### src/rtl/responder_states_pkg.sv
// rtl/responder_states_pkg.sv - channel states, request kinds and stall LFSR constants for mem_responder
package responder_states_pkg;

   typedef enum logic [1:0] {IDLE, BUSY, RESPOND} responder_state_e;
   typedef enum logic {READ, WRITE} req_kind_e;

   localparam int         CNT_BITS  = 16;
   localparam logic [7:0] LFSR_SEED = 8'hA5;
   // Right-shifting Galois form of x^8+x^6+x^5+x^4+1
   localparam logic [7:0] LFSR_TAPS = 8'hB8;

   function automatic logic [7:0] lfsr_next(input logic [7:0] cur);
      return {1'b0, cur[7:1]} ^ (cur[0] ? LFSR_TAPS : 8'h00);
   endfunction

endpackage

### src/rtl/mem_responder_channel.sv
// rtl/mem_responder_channel.sv - one request channel: accept, fixed-latency wait, hold ready until valid drops
module mem_responder_channel
   import responder_states_pkg::*;
#(
   parameter int ADDR_BITS     = 8,
   parameter int DATA_BITS     = 16,
   parameter int READ_LATENCY  = 2,
   parameter int WRITE_LATENCY = 2,
   parameter int WRITE_ENABLE  = 1
)
(
   input  logic                 clk,
   input  logic                 reset,
   input  logic                 read_valid,
   input  logic [ADDR_BITS-1:0] read_address,
   input  logic                 write_valid,
   input  logic [ADDR_BITS-1:0] write_address,
   input  logic [DATA_BITS-1:0] write_data,
   input  logic [1:0]           extra_cycles,
   input  logic [DATA_BITS-1:0] mem_rdata,
   output logic                 read_ready,
   output logic [DATA_BITS-1:0] read_data,
   output logic                 write_ready,
   output logic [ADDR_BITS-1:0] mem_addr,
   output logic [DATA_BITS-1:0] mem_wdata,
   output logic                 commit
);

   responder_state_e    state;
   req_kind_e           kind;
   logic [CNT_BITS-1:0] count;
   logic                action;

   assign action = (state == BUSY) && (count == '0);
   // The top commits mem_wdata to mem_addr on the edge this strobe is high
   assign commit = action && (kind == WRITE);

   always_ff @(posedge clk or negedge reset) begin
      if (!reset) begin
         state       <= IDLE;
         kind        <= READ;
         count       <= '0;
         mem_addr    <= '0;
         mem_wdata   <= '0;
         read_ready  <= 1'b0;
         read_data   <= '0;
         write_ready <= 1'b0;
      end else begin
         unique case (state)
            IDLE: begin
               if (read_valid) begin
                  mem_addr <= read_address;
                  kind     <= READ;
                  count    <= CNT_BITS'(READ_LATENCY - 1) + CNT_BITS'(extra_cycles);
                  state    <= BUSY;
               end else if (write_valid && (WRITE_ENABLE != 0)) begin
                  mem_addr  <= write_address;
                  mem_wdata <= write_data;
                  kind      <= WRITE;
                  count     <= CNT_BITS'(WRITE_LATENCY - 1) + CNT_BITS'(extra_cycles);
                  state     <= BUSY;
               end
            end
            BUSY: begin
               if (action) begin
                  if (kind == READ) begin
                     read_data  <= mem_rdata;
                     read_ready <= 1'b1;
                  end else begin
                     write_ready <= 1'b1;
                  end
                  state <= RESPOND;
               end else begin
                  count <= count - CNT_BITS'(1);
               end
            end
            RESPOND: begin
               if ((kind == READ) ? !read_valid : !write_valid) begin
                  read_ready  <= 1'b0;
                  read_data   <= '0;
                  write_ready <= 1'b0;
                  state       <= IDLE;
               end
            end
            default: state <= IDLE;
         endcase
      end
   end

endmodule

### src/rtl/mem_responder.sv
// rtl/mem_responder.sv - multi-channel fixed-latency memory responder; MEM_RESPONDER_STALL_EN adds LFSR stalls
module mem_responder
   import responder_states_pkg::*;
#(
   parameter int ADDR_BITS     = 8,
   parameter int DATA_BITS     = 16,
   parameter int NUM_CHANNELS  = 1,
   parameter int READ_LATENCY  = 2,
   parameter int WRITE_LATENCY = 2,
   parameter int WRITE_ENABLE  = 1
)
(
   input  logic                                   clk,
   input  logic                                   reset,
   input  logic [NUM_CHANNELS-1:0]                read_valid,
   input  logic [NUM_CHANNELS-1:0][ADDR_BITS-1:0] read_address,
   output logic [NUM_CHANNELS-1:0]                read_ready,
   output logic [NUM_CHANNELS-1:0][DATA_BITS-1:0] read_data,
   input  logic [NUM_CHANNELS-1:0]                write_valid,
   input  logic [NUM_CHANNELS-1:0][ADDR_BITS-1:0] write_address,
   input  logic [NUM_CHANNELS-1:0][DATA_BITS-1:0] write_data,
   output logic [NUM_CHANNELS-1:0]                write_ready
);

   logic [DATA_BITS-1:0] mem [2**ADDR_BITS];

   logic [NUM_CHANNELS-1:0][ADDR_BITS-1:0] ch_addr;
   logic [NUM_CHANNELS-1:0][DATA_BITS-1:0] ch_wdata;
   logic [NUM_CHANNELS-1:0][DATA_BITS-1:0] ch_rdata;
   logic [NUM_CHANNELS-1:0]                ch_commit;
   logic [1:0]                             extra_cycles;

`ifdef MEM_RESPONDER_STALL_EN
   logic [7:0] lfsr;

   always_ff @(posedge clk or negedge reset) begin
      if (!reset) lfsr <= LFSR_SEED;
      else        lfsr <= lfsr_next(lfsr);
   end

   assign extra_cycles = lfsr[1:0];
`else
   assign extra_cycles = 2'b00;
`endif

   // Ascending loop: the highest-index channel's commit lands last and wins
   always_ff @(posedge clk) begin
      for (int i = 0; i < NUM_CHANNELS; i++) begin
         if (ch_commit[i]) mem[ch_addr[i]] <= ch_wdata[i];
      end
   end

   for (genvar i = 0; i < NUM_CHANNELS; i++) begin : g_ch
      assign ch_rdata[i] = mem[ch_addr[i]];

      mem_responder_channel #(
         .ADDR_BITS     (ADDR_BITS),
         .DATA_BITS     (DATA_BITS),
         .READ_LATENCY  (READ_LATENCY),
         .WRITE_LATENCY (WRITE_LATENCY),
         .WRITE_ENABLE  (WRITE_ENABLE)
      ) u_channel (
         .clk           (clk),
         .reset         (reset),
         .read_valid    (read_valid[i]),
         .read_address  (read_address[i]),
         .write_valid   (write_valid[i]),
         .write_address (write_address[i]),
         .write_data    (write_data[i]),
         .extra_cycles  (extra_cycles),
         .mem_rdata     (ch_rdata[i]),
         .read_ready    (read_ready[i]),
         .read_data     (read_data[i]),
         .write_ready   (write_ready[i]),
         .mem_addr      (ch_addr[i]),
         .mem_wdata     (ch_wdata[i]),
         .commit        (ch_commit[i])
      );
   end

endmodule

### config.mk
export PLATFORM = sky130hd
export DESIGN_NAME = mem_responder
export DESIGN_NICKNAME = d
export VERILOG_FILES = /design/src/rtl/responder_states_pkg.sv /design/src/rtl/mem_responder_channel.sv /design/src/rtl/mem_responder.sv
export SDC_FILE = /design/constraint.sdc
export NUM_CORES = 2
export LEC_CHECK = 0
export ABC_AREA = 0
export CAP_MARGIN = 40
export CORE_ASPECT_RATIO = 1.1
export CORE_MARGIN = 5
export CORE_UTILIZATION = 63
export DETAILED_ROUTE_END_ITERATION = 8
export DONT_BUFFER_PORTS = 1
export PLACE_DENSITY = 0.79
export SYNTH_ARGS = -nofsm -noshare
export SYNTH_HDL_FRONTEND = slang
export SYNTH_SLANG_ARGS = --single-unit
### constraint.sdc
create_clock -name clk -period 4.38 [get_ports clk]
set_input_delay 0.657 -clock clk [delete_from_list [all_inputs] [get_ports clk]]
set_output_delay 0.657 -clock clk [all_outputs]
set_load 0.05 [all_outputs]
After elaboration in Yosys (flattened, before gate mapping)
Memory sizes are Yosys's and may differ from the RTL's.
Cells that the tools add are included.
Storage, ports and cells
  flip-flop bits (word level): 61
  bits in writable memories: 4096
  input port bits: 36
  output and inout bits: 18
  memories: 1
Memories
  mem: words 256, width 16, rd ports 1, clocked after memory_dff 0, wr ports 1, line mem_responder.sv:25  | logic [DATA_BITS-1:0] mem [2**ADDR_BITS];
Operators by class
  add/subtract/negate cells: 1
  equality and inequality tests: 8
  multiplexer cells: 27
  bitwise gates (word level): 1
  reduce and logical (&&, ||, !) cells: 15
Operator list (count)
  16-bit two-way mux: 6
  16-bit one-hot mux with 2 select lines: 2
  16-bit zero test: 1
  8-bit two-way mux: 2
  16-bit by 1-bit subtractor with 16-bit output, second input constant: 1
  1-bit two-way mux: 10
  3-bit AND reduction: 3
  2-bit two-way mux: 4
  4-bit AND reduction: 2
  2-bit by 1-bit != test with 1-bit output, second input constant: 3
  2-bit one-hot mux with 3 select lines: 1
  2-bit nonzero test: 3
  2-bit != test, second input constant: 2
  1-bit one-hot mux with 2 select lines: 2
  3-bit != test, second input constant: 1
  2-bit by 1-bit equality test with 1-bit output, second input constant: 1
  2-bit equality test, second input constant: 1
  1-bit logical AND: 2
  1-bit zero test: 2
  2-bit zero test: 1
  2-bit AND reduction: 1
  1-bit NOT: 1

Logic depth before layout (Yosys ltp)
  word-level depth: 5
  gate-level depth with buffers: 12

Cells and area by module
From an unflattened synthesis, not the netlist that was laid out.
Second synthesis, totals
  cells, all modules: 6959
  area total of the unflattened synthesis: 157801.3 um^2
Modules (own cells, without submodules)
  mem_responder: instances 1, cells an instance 6712, area an instance 155082.5 um^2
  mem_responder_channel: instances 1, cells an instance 247, area an instance 2718.9 um^2

Worst setup path after synthesis
Ideal clock, no wire load.
  kind: register to register
  start point: register g_ch[0].u_channel.mem_wdata[0]
  end point: memory mem[0][0], data pin
  setup time: 0.803 ns
  arrival time: 3.181 ns
  required time: 3.577 ns
  setup slack: 0.396 ns
  stages on the path, launching flop included: 1
  buffers on the path: 0
  cell sequence: dfrtp_1
RTL lines
  start, declared: line mem_responder_channel.sv:25  | output logic [DATA_BITS-1:0] mem_wdata,
  start signal, assigned: line mem_responder_channel.sv:58  | mem_wdata <= write_data;
  end, declared: line mem_responder.sv:25
Straight into the memory's write port.

Worst setup path in the final report
  start point: register g_ch[0].u_channel.mem_addr[0]
  end point: register g_ch[0].u_channel.read_data[9]
On the way
  cells in the longest elaborated chain, start to end: 4
Ends and longest elaborated chain
  start, declared: line mem_responder_channel.sv:24  | output logic [ADDR_BITS-1:0] mem_addr,
  start signal, assigned: line mem_responder_channel.sv:52  | mem_addr <= read_address;
  start signal, assigned: line mem_responder_channel.sv:57  | mem_addr <= write_address;
  memory 256 x 16 bit
  16-bit two-way mux: line mem_responder_channel.sv:66  | if (kind == READ) begin
  16-bit two-way mux: line mem_responder_channel.sv:65  | if (action) begin
  16-bit one-hot mux with 2 select lines: line mem_responder_channel.sv:49  | unique case (state)
  end signal, assigned: line mem_responder_channel.sv:67  | read_data <= mem_rdata;
  end, declared: line mem_responder_channel.sv:22  | output logic [DATA_BITS-1:0] read_data,
No other way between the ends. The select of a mux whose other input is x is not followed.
A chain may end at the register's enable or synchronous reset.

==> results.py <==
metrics = {
    "run_status": {
        "status": "finished, violations left",
        "violations": "hold timing, setup timing",
    },
    "setup_path": {
        "rrSetupSlack_ns": -0.07,
        "r2r_cells": 10,
        "crit_arrival_ns": 5.21,
        "crit_path_max_fanout": 21,
        "required_ns": 5.14,
        "r2r-start": "g_ch[0].u_channel.mem_addr[0]$_DFFE_PN0P_",
        "worstSetupStartpointType": "register",
        "crit_path_end_kind": "register",
        "r2r_end": "g_ch[0].u_channel.read_data[9]$_DFFE_PN0P_",
        "path_class": "reg2reg",
    },
    "clock_network": {
        "cts.htree.levels": 5,
        "cts_buffer_depth": 4,
        "clkSinkCount": 4157,
        "clkSlewWorstSetupHoldPaths_ns": 0.06,
        "cts_made_buffers": 391,
        "insertion_delay_ns": 0.95,
        "cts_tree": "done",
        "ctsResizeCount": 0,
        "root_buffer": "clkbuf_16",
    },
    "synthesis": {
        "ys_seq_area_share_pct": 77.6,
        "yosysMostFrequentCell": "edfxtp_1",
        "syn_avg_cell_area_um2": 20.7,
        "synth_async_sr_flop_share_pct": 1.47,
        "yosysWarnings": 0,
        "ys_types": 75,
        "ys.flop_type": "edfxtp_1",
        "synth_largest_area_cell": "edfxtp_1",
        "synth-seq-cells": 4157,
        "ys_top_cells_by_area": "edfxtp_1 77%, mux4_2 10%, mux2i_1 3.3%",
        "syn_inst": 7733,
        "syn_nets": 7770,
        "synth_top_area_share_pct": 76.7,
        "synth_edf_count": 4096,
        "synth_area_um2": 160000,
        "synth_common_cells": "4,096 x edfxtp_1, 740 x mux4_2, 523 x mux2i_1",
    },
    "sta": {
        "fin_worst_skew_ns": 0.0830,
        "timing.fmax_mhz": 225,
        "fin_crit_sh_pct": 102,
        "slew_headroom_pct": 33.5,
        "finalWorstSetupSlack_ns": -0.0694,
        "fin_crit_ns": 4.45,
        "slew_violations": 0,
        "setup_viol": 1,
        "fin_hold_ws_ns": -0.0106,
        "finalHoldViolCount": 1,
        "tightest_slew_ns": 0.997,
        "rsz0062_at_grt": "false",
    },
    "cells_and_area": {
        "area_delta_synth_final_pct": 12.7,
        "drive_gt1_share_pct": 24.1,
        "finish.net_count": 8312,
        "design_area_um2": 181000,
    },
    "routing": {
        "first_pass_iters": 6,
        "drtIter0Drc": 14600,
        "num_vias": 85400,
        "viasPerCell": 7.16,
        "drc": 0,
        "wl_mm": 426,
        "wl_per_cell_um": 35.7,
        "postRouteAntennaNets": 0,
    },
    "placement": {
        "io_buffers": 0,
        "dpl.hpwl_mm": 248,
        "dpl_cell_area_um2": 168000,
        "routabilityCongestion": 0.933,
    },
    "worst_hold_path": {
        "hp-start": "write_address[0]",
        "min_to": "g_ch[0].u_channel.mem_addr[0]$_DFFE_PN0P_",
        "hold_depth": 2,
        "hold_path_class": "in2reg",
    },
    "die": {
        "die-width_um": 491,
        "io_pins": 54,
        "core-area_um2": 254000,
        "die_area_um2": 265000,
        "die_h_um": 539,
        "start_util_pct": 63.2,
        "fp-row-count": 194,
    },
    "flow_run": {
        "drv_cap": 0,
    },
    "global_routing": {
        "grt_pass1_wl_mm": 613,
        "groute.usage.overall_pct": 32.0,
        "grt_max_degree": 173,
        "grt_pass1_vias": 85500,
        "antenna_found_initial": 19,
        "grt-ovfl-total": 0,
    },
    "power_and_ir_drop": {
        "p_total_mw": 119,
        "power_density_nw_per_um2": 658,
        "vdd_drop_max_mv": 1.11,
        "p_leak_nw": 57.7,
    },
}
## power breakdown
part | total (mW) | switching (mW) | leakage [nW] | internal (mW)
registers | 51.8 | 2.05 | 37.7 | 49.8
logic | 33.3 | 21.9 | 13.8 | 11.4
clock network | 33.9 | 14.5 | 6.18 | 19.3
total | 119 | 38.5 | 57.7 | 80.5
## worst max-delay path by stage
stage                                                          start                                    endpoint  slack (ns)  depth (start not counted)
after floorplan           g_ch[0].u_channel.mem_wdata[0]$_DFFE_PN0P_                         mem[0][0]$_DFFE_PP_        0.40                          0
after global placement     g_ch[0].u_channel.mem_addr[0]$_DFFE_PN0P_  g_ch[0].u_channel.read_data[3]$_DFFE_PN0P_       -0.16                         10
after detailed placement   g_ch[0].u_channel.mem_addr[0]$_DFFE_PN0P_  g_ch[0].u_channel.read_data[9]$_DFFE_PN0P_         0.1                         10
after CTS                  g_ch[0].u_channel.mem_addr[1]$_DFFE_PN0P_  g_ch[0].u_channel.read_data[3]$_DFFE_PN0P_        0.15                         11
after global routing       g_ch[0].u_channel.mem_addr[0]$_DFFE_PN0P_  g_ch[0].u_channel.read_data[9]$_DFFE_PN0P_        0.05                         10
final                      g_ch[0].u_channel.mem_addr[0]$_DFFE_PN0P_  g_ch[0].u_channel.read_data[9]$_DFFE_PN0P_       -0.07                         10
## layout by cell type, fill, tap and decap left out, drive strengths merged, types with 11 or more instances in the layout
cell | Yosys | routed
edfxtp | 4096 | 4096
mux4 | 740 | 740
buf | 332 | 608
mux2i | 523 | 523
clkbuf | 146 | 497
a22oi | 340 | 340
nor2 | 305 | 305
nand2 | 209 | 209
nand3 | 160 | 160
clkinv | 2 | 147
a21oi | 97 | 97
mux2 | 85 | 85
o21ai | 70 | 70
dfrtp | 61 | 61
nand4 | 58 | 58
o211ai | 55 | 55
o221ai | 49 | 49
o22ai | 47 | 47
bufinv | 0 | 41
inv | 21 | 34
nor3 | 29 | 29
a31oi | 27 | 27
and3 | 24 | 24
a22o | 23 | 23
a221oi | 22 | 22
nor4 | 20 | 20
dlygate4sd3 | 0 | 19
o31ai | 17 | 17
clkinvlp | 0 | 17
a211oi | 16 | 16
and2 | 16 | 16
or3 | 11 | 11
and3b | 11 | 11
## metrics by stage
stage / cells / TNS (ns) / util [%] / worst slack, ns
after CTS: 11900 / 0 / 71.2 / 0.150
after global routing: 11900 / 0 / 71.2 / 0.0514
after global placement: 11200 / -0.205 / 65.9 / -0.157
after floorplan: 7733 / 0 / - / 0.396
after detailed placement: 11200 / 0 / 66.1 / 0.0964
final: 11900 / -0.0694 / 71.3 / -0.0694
## repair_timing
action                     4_1_cts  5_1_grt
buffers inserted                 1        0
hold endpoints to repair        78        0
hold buffers                    20        0
setup endpoints to repair        1        0
## state kept, by name (all words and copies together) (netlist names)
| register | cells |
|---|---|
| g_ch.u_channel.count | 16 |
| g_ch.u_channel.kind | 1 |
| g_ch.u_channel.mem_addr | 8 |
| g_ch.u_channel.mem_wdata | 16 |
| g_ch.u_channel.read_data | 16 |
| g_ch.u_channel.read_ready | 1 |
| g_ch.u_channel.state | 2 |
| g_ch.u_channel.write_ready | 1 |
| mem | 4096 |
## worst max-delay path, stage by stage (launching register included)
cell	delay [ns]
dfrtp_4	0.86
buf_12	0.30
buf_4	0.26
mux4_2	0.54
a22oi_1	0.35
nand4_1	0.21
a21oi_1	0.48
a311oi_1	0.11
buf_2	0.20
o31ai_1	0.79
a21oi_1	0.10
## cell families (layout without fill, tap and decap cells)
| kind of cell | Yosys count | in the layout | synth area share, % |
|---|---|---|---|
| buffers and inverters | 501 | 1363 | 1.73 |
| XOR/XNOR | 14 | 14 | 0.0764 |
| other | 0 | 9 | 0 |
| multiplexers | 1348 | 1348 | 14.3 |
| AND/OR/NAND/NOR | 878 | 878 | 2.56 |
| adder cells (fa/ha/maj) | 1 | 1 | 0.00780 |
| AO/OA/AOI/OAI | 834 | 834 | 3.74 |
| flip-flops | 4157 | 4157 | 77.6 |
## metal layers
metal	wire length (µm)	up-vias	track usage, %	part of all wire, %
met5	81	-	0	0.019
li1	-	33300	-	-
met4	26800	12	15.6	6.3
met1	142000	43600	43.4	33
met3	56500	1264	8.09	13
met2	201000	7262	49.7	47
## cell type report
cell class / count / area, µm²
clock buffer: 497 / 10400
sequential: 4157 / 125000
fill: 13700 / 72900
antenna: 9 / 22.5
inverter: 23 / 86.3
clock inverter: 216 / 2240
timing repair buffer: 627 / 5960
multi-input combinational: 3075 / 33200
tap: 3332 / 4170
(Power assumes the default switching activity.)
